## config.mk

```make
export PLATFORM = sky130hd
export DESIGN_NAME = ifetch_unit
export DESIGN_NICKNAME = d
export VERILOG_FILES = /design/src/rtl/ifetch_unit.sv
export SDC_FILE = /design/constraint.sdc
export NUM_CORES = 1
export LEC_CHECK = 0
export ABC_AREA = 1
export CORE_MARGIN = 3
export CORE_UTILIZATION = 31
export CTS_CLUSTER_SIZE = 14
export DETAILED_ROUTE_END_ITERATION = 6
export PLACE_DENSITY = 0.68
export SETUP_SLACK_MARGIN = 0.15
export SLEW_MARGIN = 5
export SYNTH_ARGS = -nofsm -noshare
export SYNTH_HDL_FRONTEND = slang
export SYNTH_SLANG_ARGS = --single-unit
export TNS_END_PERCENT = 1
```

## constraint.sdc

```tcl
create_clock -name clk -period 2.9 [get_ports clk]
set_clock_uncertainty 0.2 [all_clocks]
set_input_delay 0.58 -clock clk [delete_from_list [all_inputs] [get_ports clk]]
set_output_delay 0.58 -clock clk [all_outputs]
set_load 0.03 [all_outputs]
```

## src/rtl/ifetch_unit.sv

```systemverilog
// Instruction-fetch and PC-sequencing stage for the single-cycle MIPS core.
// Fetches one word per step over req/ack, presents it to the decoder and computes next PC.
module ifetch_unit #(
    parameter logic [31:0] RESET_PC = 32'h0000_0000
) (
    input  logic        clk,
    input  logic        rst_n,
    output logic        imem_req,
    output logic [31:0] imem_addr,
    input  logic        imem_ack,
    input  logic [31:0] imem_rdata,
    output logic [31:0] instr,
    output logic [5:0]  opcode,
    output logic        instr_valid,
    output logic [31:0] pc,
    output logic [31:0] pc_plus4,
    input  logic        branch,
    input  logic        jump,
    input  logic        zero,
    input  logic        step_done,
    output logic        illegal,
    output logic        halted,
    output logic [31:0] retire_cnt
);

    localparam logic [31:0] PC_INIT = {RESET_PC[31:2], 2'b00};

    typedef enum logic [1:0] {IDLE, FETCH, EXEC, HALT} state_t;

    state_t             state;
    state_t             state_nxt;
    logic [31:0]        next_pc;
    logic signed [31:0] br_off;
    logic               fetch_ok;

    function automatic logic op_supported(input logic [5:0] op);
        case (op)
            6'b000000, 6'b100011, 6'b101011, 6'b000100, 6'b000010: op_supported = 1'b1;
            default:                                               op_supported = 1'b0;
        endcase
    endfunction

    assign opcode    = instr[31:26];
    assign pc_plus4  = pc + 32'd4;
    assign imem_addr = pc;
    assign br_off    = {{14{instr[15]}}, instr[15:0], 2'b00};
    assign fetch_ok  = op_supported(imem_rdata[31:26]);

    // Jump wins over a taken branch; all arithmetic wraps modulo 2^32.
    always_comb begin
        next_pc = pc_plus4;
        if (jump)
            next_pc = {pc_plus4[31:28], instr[25:0], 2'b00};
        else if (branch && zero)
            next_pc = pc_plus4 + $unsigned(br_off);
    end

    always_comb begin
        state_nxt   = state;
        imem_req    = 1'b0;
        instr_valid = 1'b0;
        case (state)
            IDLE:  state_nxt = FETCH;
            FETCH: begin
                imem_req = 1'b1;
                if (imem_ack)
                    state_nxt = fetch_ok ? EXEC : HALT;
            end
            EXEC: begin
                instr_valid = 1'b1;
                if (step_done)
                    state_nxt = FETCH;
            end
            HALT:    state_nxt = HALT;
            default: state_nxt = IDLE;
        endcase
    end

    always_ff @(posedge clk or negedge rst_n) begin
        if (!rst_n)
            state <= IDLE;
        else
            state <= state_nxt;
    end

    always_ff @(posedge clk or negedge rst_n) begin
        if (!rst_n) begin
            pc         <= PC_INIT;
            instr      <= 32'd0;
            illegal    <= 1'b0;
            halted     <= 1'b0;
            retire_cnt <= 32'd0;
        end else begin
            if (state == FETCH && imem_ack) begin
                instr <= imem_rdata;
                if (!fetch_ok) begin
                    illegal <= 1'b1;
                    halted  <= 1'b1;
                end
            end
            if (state == EXEC && step_done) begin
                pc         <= next_pc;
                retire_cnt <= retire_cnt + 32'd1;
            end
        end
    end

endmodule

```

==> results, run 1 <==
- The flow ran to the end, but the final reports show violations.
- The checks that failed: setup timing.
- The highest ir drop seen on vdd is 0.000497 V.
- Timing would allow up to 0.315 GHz.
- The top cell type by total area after synthesis is sky130_fd_sc_hd__dfrtp_1.
- Dividing the detail-routed wire length by the instance count gives 16.7 um.
- The number of I/O pins is 209.
- Sorting the synthesized cells by area gives the leading types as sky130_fd_sc_hd__dfrtp_1 (30%), sky130_fd_sc_hd__nand2_1 (21%), sky130_fd_sc_hd__inv_1 (8.9%), sky130_fd_sc_hd__ha_1 (5.8%), sky130_fd_sc_hd__nor2_1 (5.0%).
- The hold violation count in the final report is 0.
- Synthesis instantiated 42 different standard cells from the library.
- In this run, CTS created clock tree buffers numbering 9.
- The final critical path time including I/O delays and setup is 3.17 ns.
- In the finished design, the share of the clock period the worst path needs comes to 109%.
- Setup repair after global routing could not meet its margin everywhere.
- After the first detailed-routing iteration, the DRC count stood at 746.
- The cell area after placement is 12000 um^2.
- Multiplexer cells account for 0% of the synthesized area.
- The sink count of the clock tree is 97.
- The power density over the cells is 860 nW/um^2.
- Headroom to the max-slew limit came out at 54.5%.
- The number of buffers on the longest clock path is 2.
- The destination of the critical timing path is imem_addr[21].
- The area fraction of the dominant cell type after synthesis is 30.4%.
- At the pin with the least slew margin, the transition time is 0.681 ns.
- The number of global-route vias before repair is 9165.
- The yosys synthesis warning count is 0.
- Once detail routing completed, the nets flagged for antenna violations numbered 0.
- The post-synthesis to final-layout area growth is 63.7%.
- The flip-flop and latch count after synthesis is 97.
- The final wirelength is 32800 um.
- In the routed layout, each cell is associated on average with a via count of 4.71.
- The number of input and output port buffers inserted is 202.
- The most critical setup path has its startpoint at imem_addr[2].
- The area of all placed cells without fillers is 13100 um^2.
- Counting flops with a built-in enable in the synthesized netlist gives 0.
- The wire length of the first global-routing pass is 50100 um.
- Data on the critical path is required at its endpoint by 2.93 ns.
- Summed over all layers, the global routing overflow is 0.
- Summed over all cells, the static leakage comes to 0.00660 uW.
- The hold path startpoint is retire_cnt[31].
- The congestion estimate from routability-driven global placement came to 0.997.
- The total core area is 25300 um^2.
- The combinational family with the most area after synthesis is simple AND/OR/NAND/NOR gates.
- At the end of the flow, the number of nets in the layout was 1705.
- The post-synthesis share of cell area spent on xor and xnor gates is 6.14%.
- sky130_fd_sc_hd__nand2_1 is the most common cell in the netlist.
- For this run, the leading register cell type out of synthesis is sky130_fd_sc_hd__dfrtp_1.
- The synthesized-area fraction occupied by and/or/nand/nor cells is 36.2%.
- The routed via count is 9259.
- The number of setup violations in the final report is 26.
- The CTS tree is done.
- In this run the critical register-to-register path is launched from imem_addr[2].
- CTS built an H-tree with a depth of 3.
- The initial cell density of the core is 31.6%.
- STA classifies the critical path startpoint as a flip-flop.
- Summing the areas of all fa, ha and maj instances in the mapped netlist gives 6.04% of the synthesized area.
- Along the worst path, the maximum fanout reaches 4.
- The number of antenna violations at the first check in global routing is 1.
- The total placed cells including tap cells is 1926.
- The detailed-router iteration count before antenna repair is 5.
- Global routing used 22.7% of the available tracks across all layers.
- The post-route DRC violation count is 0.
- Entering global routing, the biggest net connects 53 pins.
- The y dimension of the die is 167 um.
- The fraction of layout cells with a size suffix above 1 is 27.9%.
- Data on the critical path arrives at its endpoint at 3.20 ns.
- The length in cells of the worst reg-to-reg path is 19.
- The type of the tightest min-delay check is flip-flop to flip-flop.
- The endpoint class of the critical path is a flip-flop.
- The post-synthesis cell count is 1245.
- In the post-route analysis, the smallest setup slack over all paths is -0.274 ns.
- A synthesized cell averages 6.42 um^2.
- The finished layout holds 1964 standard cells, fillers aside.
- The register-to-register path setup slack is -0.27 ns.
- The setup path with the least slack is of type flip-flop to flip-flop.
- The root buffer cell is sky130_fd_sc_hd__clkbuf_16.
- Across the run, the number of max-cap violations was 0.
- The part of the Yosys area used for sequential elements is 30.4%.
- The later pin in the worst-skew pair is clocked with a latency of 0.36 ns.
- The final max-slew violation count is 0.
- The commonest cells after synthesis are sky130_fd_sc_hd__nand2_1 (445), sky130_fd_sc_hd__inv_1 (189), sky130_fd_sc_hd__nor2_1 (107), sky130_fd_sc_hd__dfrtp_1 (97), sky130_fd_sc_hd__nand3_1 (73).
- The synthesized netlist devotes 7.28% of its cell area to compound gates.
- The x dimension of the die is 167 um.
- The synthesized netlist occupies a cell area of 7990 um^2.
- The clock transition time at the flip-flop clock pins of the worst setup and hold paths is 0.08 ns.
- The reg-to-reg critical path endpoint is imem_addr[21].
- The HPWL after detailed placement is 26100 um.
- Row generation in the floorplan step produced 58 rows.
- The full die area is 27700 um^2.
- The share of flip-flops with an asynchronous set or reset after synthesis is 100%.
-- placed cells by master (no fill, tap or decap), types with 7 or more instances in the layout --
cell                              instances
sky130_fd_sc_hd__buf_12                  22
sky130_fd_sc_hd__nor2_2                  20
sky130_fd_sc_hd__buf_6                   12
sky130_fd_sc_hd__inv_2                   17
sky130_fd_sc_hd__nand4_1                 17
sky130_fd_sc_hd__nor3_2                  11
sky130_fd_sc_hd__xnor2_1                 13
sky130_fd_sc_hd__nor2_1                  78
sky130_fd_sc_hd__nor3_1                  11
sky130_fd_sc_hd__ha_1                    26
sky130_fd_sc_hd__nand2_2                 43
sky130_fd_sc_hd__ha_4                    11
sky130_fd_sc_hd__xor2_2                  11
sky130_fd_sc_hd__nand2_1                400
sky130_fd_sc_hd__a21oi_1                 33
sky130_fd_sc_hd__o21ai_1                  9
sky130_fd_sc_hd__nor2_4                  17
sky130_fd_sc_hd__a21oi_2                  7
sky130_fd_sc_hd__xor2_1                  29
sky130_fd_sc_hd__inv_1                  169
sky130_fd_sc_hd__nand3_2                 15
sky130_fd_sc_hd__nand3_1                 58
sky130_fd_sc_hd__clkbuf_16                9
sky130_fd_sc_hd__dfrtp_1                 91
sky130_fd_sc_hd__clkdlybuf4s50_1        173
sky130_fd_sc_hd__o21ai_0                 37
sky130_fd_sc_hd__buf_4                  217
-- metrics by stage --
step | hold slack [ns] | power, uW | TNS (ns) | setup WS, ns | util, %
floorplan | 0.0844 | 5870 | -4.31 | -0.279 | -
global placement | 0.227 | 9250 | -4.52 | -0.355 | 47.6
detailed placement | 0.227 | 9290 | -5.68 | -0.408 | 47.6
CTS | 0.285 | 11000 | -2.75 | -0.167 | 50.7
global route | 0.295 | 11900 | -8.91 | -0.447 | 51.8
finish | 0.287 | 11300 | -3.21 | -0.274 | 51.8
-- logic make-up after synthesis --
family | Yosys count
AOI/OAI and AO/OA | 107
xor gates and xnor gates | 56
adders and majority gates | 38
buffers and inverters | 252
DFF | 97
other | 1
and+or+nand+nor | 694
-- power breakdown --
group / leakage (uW) / switching, uW / total (uW) / internal, uW
sequential: 0.00119 / 433 / 2090 / 1660
combinational: 0.00527 / 4470 / 7930 / 3450
clock: 0.000147 / 611 / 1240 / 627
-- routing by layer --
metal	GRT usage (%)	up-vias	wire, um
met5	0	-	0
met4	6.71	0	908
met3	5.10	57	2480
met2	37.8	356	15200
met1	29.7	4278	14200
li1	-	4568	-
-- state kept, by name (all words and copies together) (netlist names) --
name and flops:
instr 32, state 2, halted 1, imem_addr 30, retire_cnt 32
-- worst max-delay path, cell delays in order (launching register included) --
cell and delay [ns]:
sky130_fd_sc_hd__dfrtp_2 0.43, sky130_fd_sc_hd__clkinvlp_4 0.13, sky130_fd_sc_hd__nor2_4 0.14, sky130_fd_sc_hd__nand2_4 0.07, sky130_fd_sc_hd__nor3_4 0.29, sky130_fd_sc_hd__nand2_2 0.11, sky130_fd_sc_hd__xor2_1 0.13, sky130_fd_sc_hd__buf_4 0.16
sky130_fd_sc_hd__inv_4 0.04, sky130_fd_sc_hd__buf_6 0.11, sky130_fd_sc_hd__ha_4 0.28, sky130_fd_sc_hd__nand2_4 0.07, sky130_fd_sc_hd__nor2_4 0.11, sky130_fd_sc_hd__inv_2 0.07, sky130_fd_sc_hd__nor2_4 0.10, sky130_fd_sc_hd__nand4_1 0.16
sky130_fd_sc_hd__nand4_1 0.15, sky130_fd_sc_hd__nand3_2 0.14, sky130_fd_sc_hd__nand2_2 0.10, sky130_fd_sc_hd__o21ai_2 0.06
-- cell type report --
| class | instances | area (um^2) |
|---|---|---|
| fillers | 2438 | 12200 |
| multi-input cells | 901 | 5240 |
| repair buffers | 429 | 3970 |
| flip-flops and latches | 97 | 2430 |
| inverters | 190 | 724 |
| well taps | 330 | 413 |
| clock buffers | 10 | 239 |
| clock inverters | 6 | 57.6 |
| diodes | 1 | 2.50 |
-- repair_timing --
item / 4_1_cts / 5_1_grt
endpoints found under the setup margin: 56 / 52
gates resized for setup: 130 / 77
pin swaps: 47 / 41
buffers inserted: 19 / 1
endpoints found under the hold margin: 9 / 0
hold buffers: 1 / 0
-- worst min-delay path by stage --
stage | to | slack, ns | depth (start not counted)
2_1_floorplan | halted | 0.08 | 0
3_3_place_gp | retire_cnt[21] | 0.23 | 1
3_5_place_dp | retire_cnt[20] | 0.23 | 1
4_1_cts | retire_cnt[31] | 0.28 | 1
5_1_grt | retire_cnt[31] | 0.29 | 1
6_report | retire_cnt[31] | 0.29 | 1
Power figures use the tool's default switching activity.
==> run 2: changes to the inputs <==
--- a/config.mk
+++ b/config.mk
@@ -13,4 +13,5 @@
 export PLACE_DENSITY = 0.68
 export SETUP_SLACK_MARGIN = 0.15
+export SKIP_LAST_GASP = 1
 export SLEW_MARGIN = 5
 export SYNTH_ARGS = -nofsm -noshare
==> constraint.sdc (replaced) <==
create_clock -name clk -period 2.9 [get_ports clk]
set_clock_uncertainty 0.2 [all_clocks]
set_input_delay 0.58 -clock clk [delete_from_list [all_inputs] [get_ports clk]]
set_output_delay 0.58 -clock clk [all_outputs]
set_load 0.02 [all_outputs]
==> run 2 against run 1 <==
  * The run still ends with setup timing left
  * Worst setup slack improved by 0.016 ns
  * Register-to-register slack better by 0.02 ns
  * Critical endpoint unchanged
  * Highest routed layer is now met5
  * Clock power is 6% lower
==> results, run 2 (synthesized netlist as in run 1, its figures left out) <==
- The post-route DRC violation count is 0 (unchanged).
- The final critical-path share of the clock period is 109% (-0.55 points).
- The number of I/O pins is 209 (unchanged).
- The category of the critical setup timing path is flip-flop to flip-flop.
- The number of global-route vias before repair came to 9212 (+0.51%).
- The fraction of layout cells with a size suffix above 1 is 23.2% (-4.7 points).
- The total core area is 25300 um^2 (unchanged).
- The max-capacitance violation count is 0 (unchanged).
- The hold violation count in the final report is 0 (unchanged).
- The worst setup margin is -0.258 ns (+0.0160 ns).
- TritonCTS built the clock tree.
- The critical-path cell with the highest stage delay is sky130_fd_sc_hd__dfrtp_2.
- The data arrival time at the worst-slack endpoint came to 3.17 ns (-0.03 ns).
- The residual antenna-violating net count after detailed routing is 0 (unchanged).
- The maximum clock frequency is 0.317 GHz (+0.51%).
- The sink count of the clock tree was 97 (unchanged).
- The number of input and output port buffers inserted is 202 (unchanged).
- The insertion delay to the later sink of the worst-skew pair is 0.35 ns (about the same).
- The required time of the critical path is 2.91 ns (-0.02 ns).
- The overall power consumption is 10400 uW (-7.8%).
- The highest ir drop seen on vdd is 0.000383 V (-23%).
- The cell class contributing the biggest share of worst-path delay is simple AND/OR/NAND/NOR gates.
- The filler cell count is 2493 (+2.3%).
- The type of the tightest min-delay check is flip-flop to flip-flop.
- The number of buffers on the longest clock path is 2 (unchanged).
- Leaving out fill and tap cells, the most frequent cell in the layout is sky130_fd_sc_hd__nand2_1.
- The largest fanout on the critical path is 5 (+1).
- The length in cells of the worst reg-to-reg path is 20 (+1).
- The final non-filler cell total was 1947 (-0.87%).
- The post-synthesis to final-layout area growth is 57.1%.
- The full die area is 27700 um^2 (unchanged).
- The initial cell density of the core is 31.6% (unchanged).
- The row count is 58 (unchanged).
- The count of H-tree levels built during CTS is 3 (unchanged).
- The last weighted congestion value of the routability-driven placer was 0.953 (-4.4%).
- The final critical path time including I/O delays and setup is 3.16 ns (-0.0160 ns).
- The detailed-router iteration count before antenna repair is 5 (unchanged).
- The clock transition time at the flip-flop clock pins of the worst setup and hold paths is 0.07 ns (about the same).
- The root buffer cell is sky130_fd_sc_hd__clkbuf_16.
- The y dimension of the die came to 167 um (unchanged).
- In this run the most used layer during global routing was met2.
- The worst slew slack as a fraction of its limit is 65.7% (+11 points).
- The number of antenna violations at the first check in global routing is 1 (unchanged).
- The wire length of the first global-routing pass is 50100 um (about the same).
- The CTS buffer count is 9 (unchanged).
- The power density over the cells is 826 nW/um^2 (-4.0%).
- The transition time at the pin with the least slew margin is 0.514 ns (-0.168 ns).
- The x dimension of the die is 167 um (unchanged).
- The checks that failed: setup timing.
- Walking the worst path, the cells encountered are buf_6 > ha_4 > nand2_4 > nor2_4 > nand3_4 > nor2_4 > nand4_1 > nand2_1 > inv_2 > ha_4 > nand2_1 > buf_4 > nor2_4 > inv_1 > nor2_2 > nand4_1 > nand4_1 > nand3_2 > nand2_1 > o21ai_0.
- The global-route track usage on met2 is 37.2% (-0.55 points).
- The worst setup path is launched from a flip-flop.
- The number of setup violations in the final report came to 47 (+81%).
- The pin count of the biggest net entering global routing is 66 (+25%).
- The total placed cells including tap cells is 1915 (-0.57%).
- The HPWL after detailed placement is 25500 um (-2.2%).
- The final max-slew violation count is 0 (unchanged).
- The number of design-rule violations left by the first detailed-router iteration is 698 (-6.4%).
- The routed via count is 9262 (+0.032%).
- The cell depth of the worst min-delay path is 1 (unchanged).
- The via density per instance came to 4.76 (+0.91%).
- The final-stage net count was 1690 (-0.88%).
- The static leakage power is 0.00638 uW (-3.4%).
- The flow ran to the end, but the final reports show violations.
- The overall routing resource usage is 22.6% (-0.15 points).
- The global routing usage on met3 is 5.03% (-0.071 points).
- The maximum cell stage delay along the critical path came to 0.40 ns (-0.03 ns).
- The endpoint class of the critical path is a flip-flop.
- The final wirelength came to 32200 um (-1.8%).
- The number of antenna repair diodes is 0 (-1).
- Setup repair after global routing could not meet its margin everywhere.
- The average wire per cell in the routed design is 16.5 um (-0.91%).
- The remaining global-route overflow is 0 (unchanged).
- The depth of the critical timing path with buffers and inverters included is 20 (+1).
- The library cells used most frequently in the layout, excluding fill and tap cells, are sky130_fd_sc_hd__nand2_1 (422), sky130_fd_sc_hd__buf_4 (208), sky130_fd_sc_hd__inv_1 (178).
- The met1 track utilization from global routing was 30.0% (+0.39 points).
- The sum of buffers and inverters on the critical path came to 4 (-1).
run 2: final timing paths:
| path | from | end | slack (ns) |
|---|---|---|---|
| setup / recovery | imem_addr[3] | imem_addr[21] | -0.26 |
| hold / removal | retire_cnt[31] | retire_cnt[31] | 0.27 |
| setup reg to reg | imem_addr[3] | imem_addr[21] | -0.26 |
| hold reg to reg | retire_cnt[31] | retire_cnt[31] | 0.27 |
| max in group asynchronous | rst_n | imem_addr[13] | 1.51 |
| min in group asynchronous | rst_n | instr[26] | 0.37 |
run 2: area by class of cell:
type	count	area, um^2	area share, %
multi-input combinational	901	5080	40.5
timing repair buffer	414	3630	28.9
sequential	97	2440	19.4
inverter	190	716	5.70
tap	330	413	3.29
clock buffer	9	225	1.79
clock inverter	6	42.5	0.339
run 2: where the power goes:
group | switching (uW) | internal (uW)
sequential | 384 | 1660
clock | 575 | 582
combinational | 3950 | 3220
run 2: through the flow:
step                      setup TNS, ns  util, %  hold slack [ns]  worst slack, ns  instance area, um^2
after CTS                         -2.65     48.9            0.279           -0.122                12400
after floorplan                  -0.237        -           0.0844          -0.0435                 8200
after global placement            -4.90     46.4            0.199           -0.323                11700
after detailed placement          -5.38     46.4            0.198           -0.321                11700
final                             -6.78     49.7            0.273           -0.258                12600
after global routing             -13.84     49.7            0.287           -0.444                12600
run 2: what timing repair did:
item                                    4_1_cts  5_1_grt
setup buffers                                 8        8
hold buffers                                  1        0
endpoints found under the hold margin         4        0
cloned                                        0        0
pin swaps                                    20       31
gates resized for setup                      97       37
endpoints found under the setup margin       55       55
run 2: layer usage:
layer,wire [um],vias up
met3,2680,47
met4,644,2
met1,14000,4313
met2,14900,350
met5,13,-
li1,-,4550
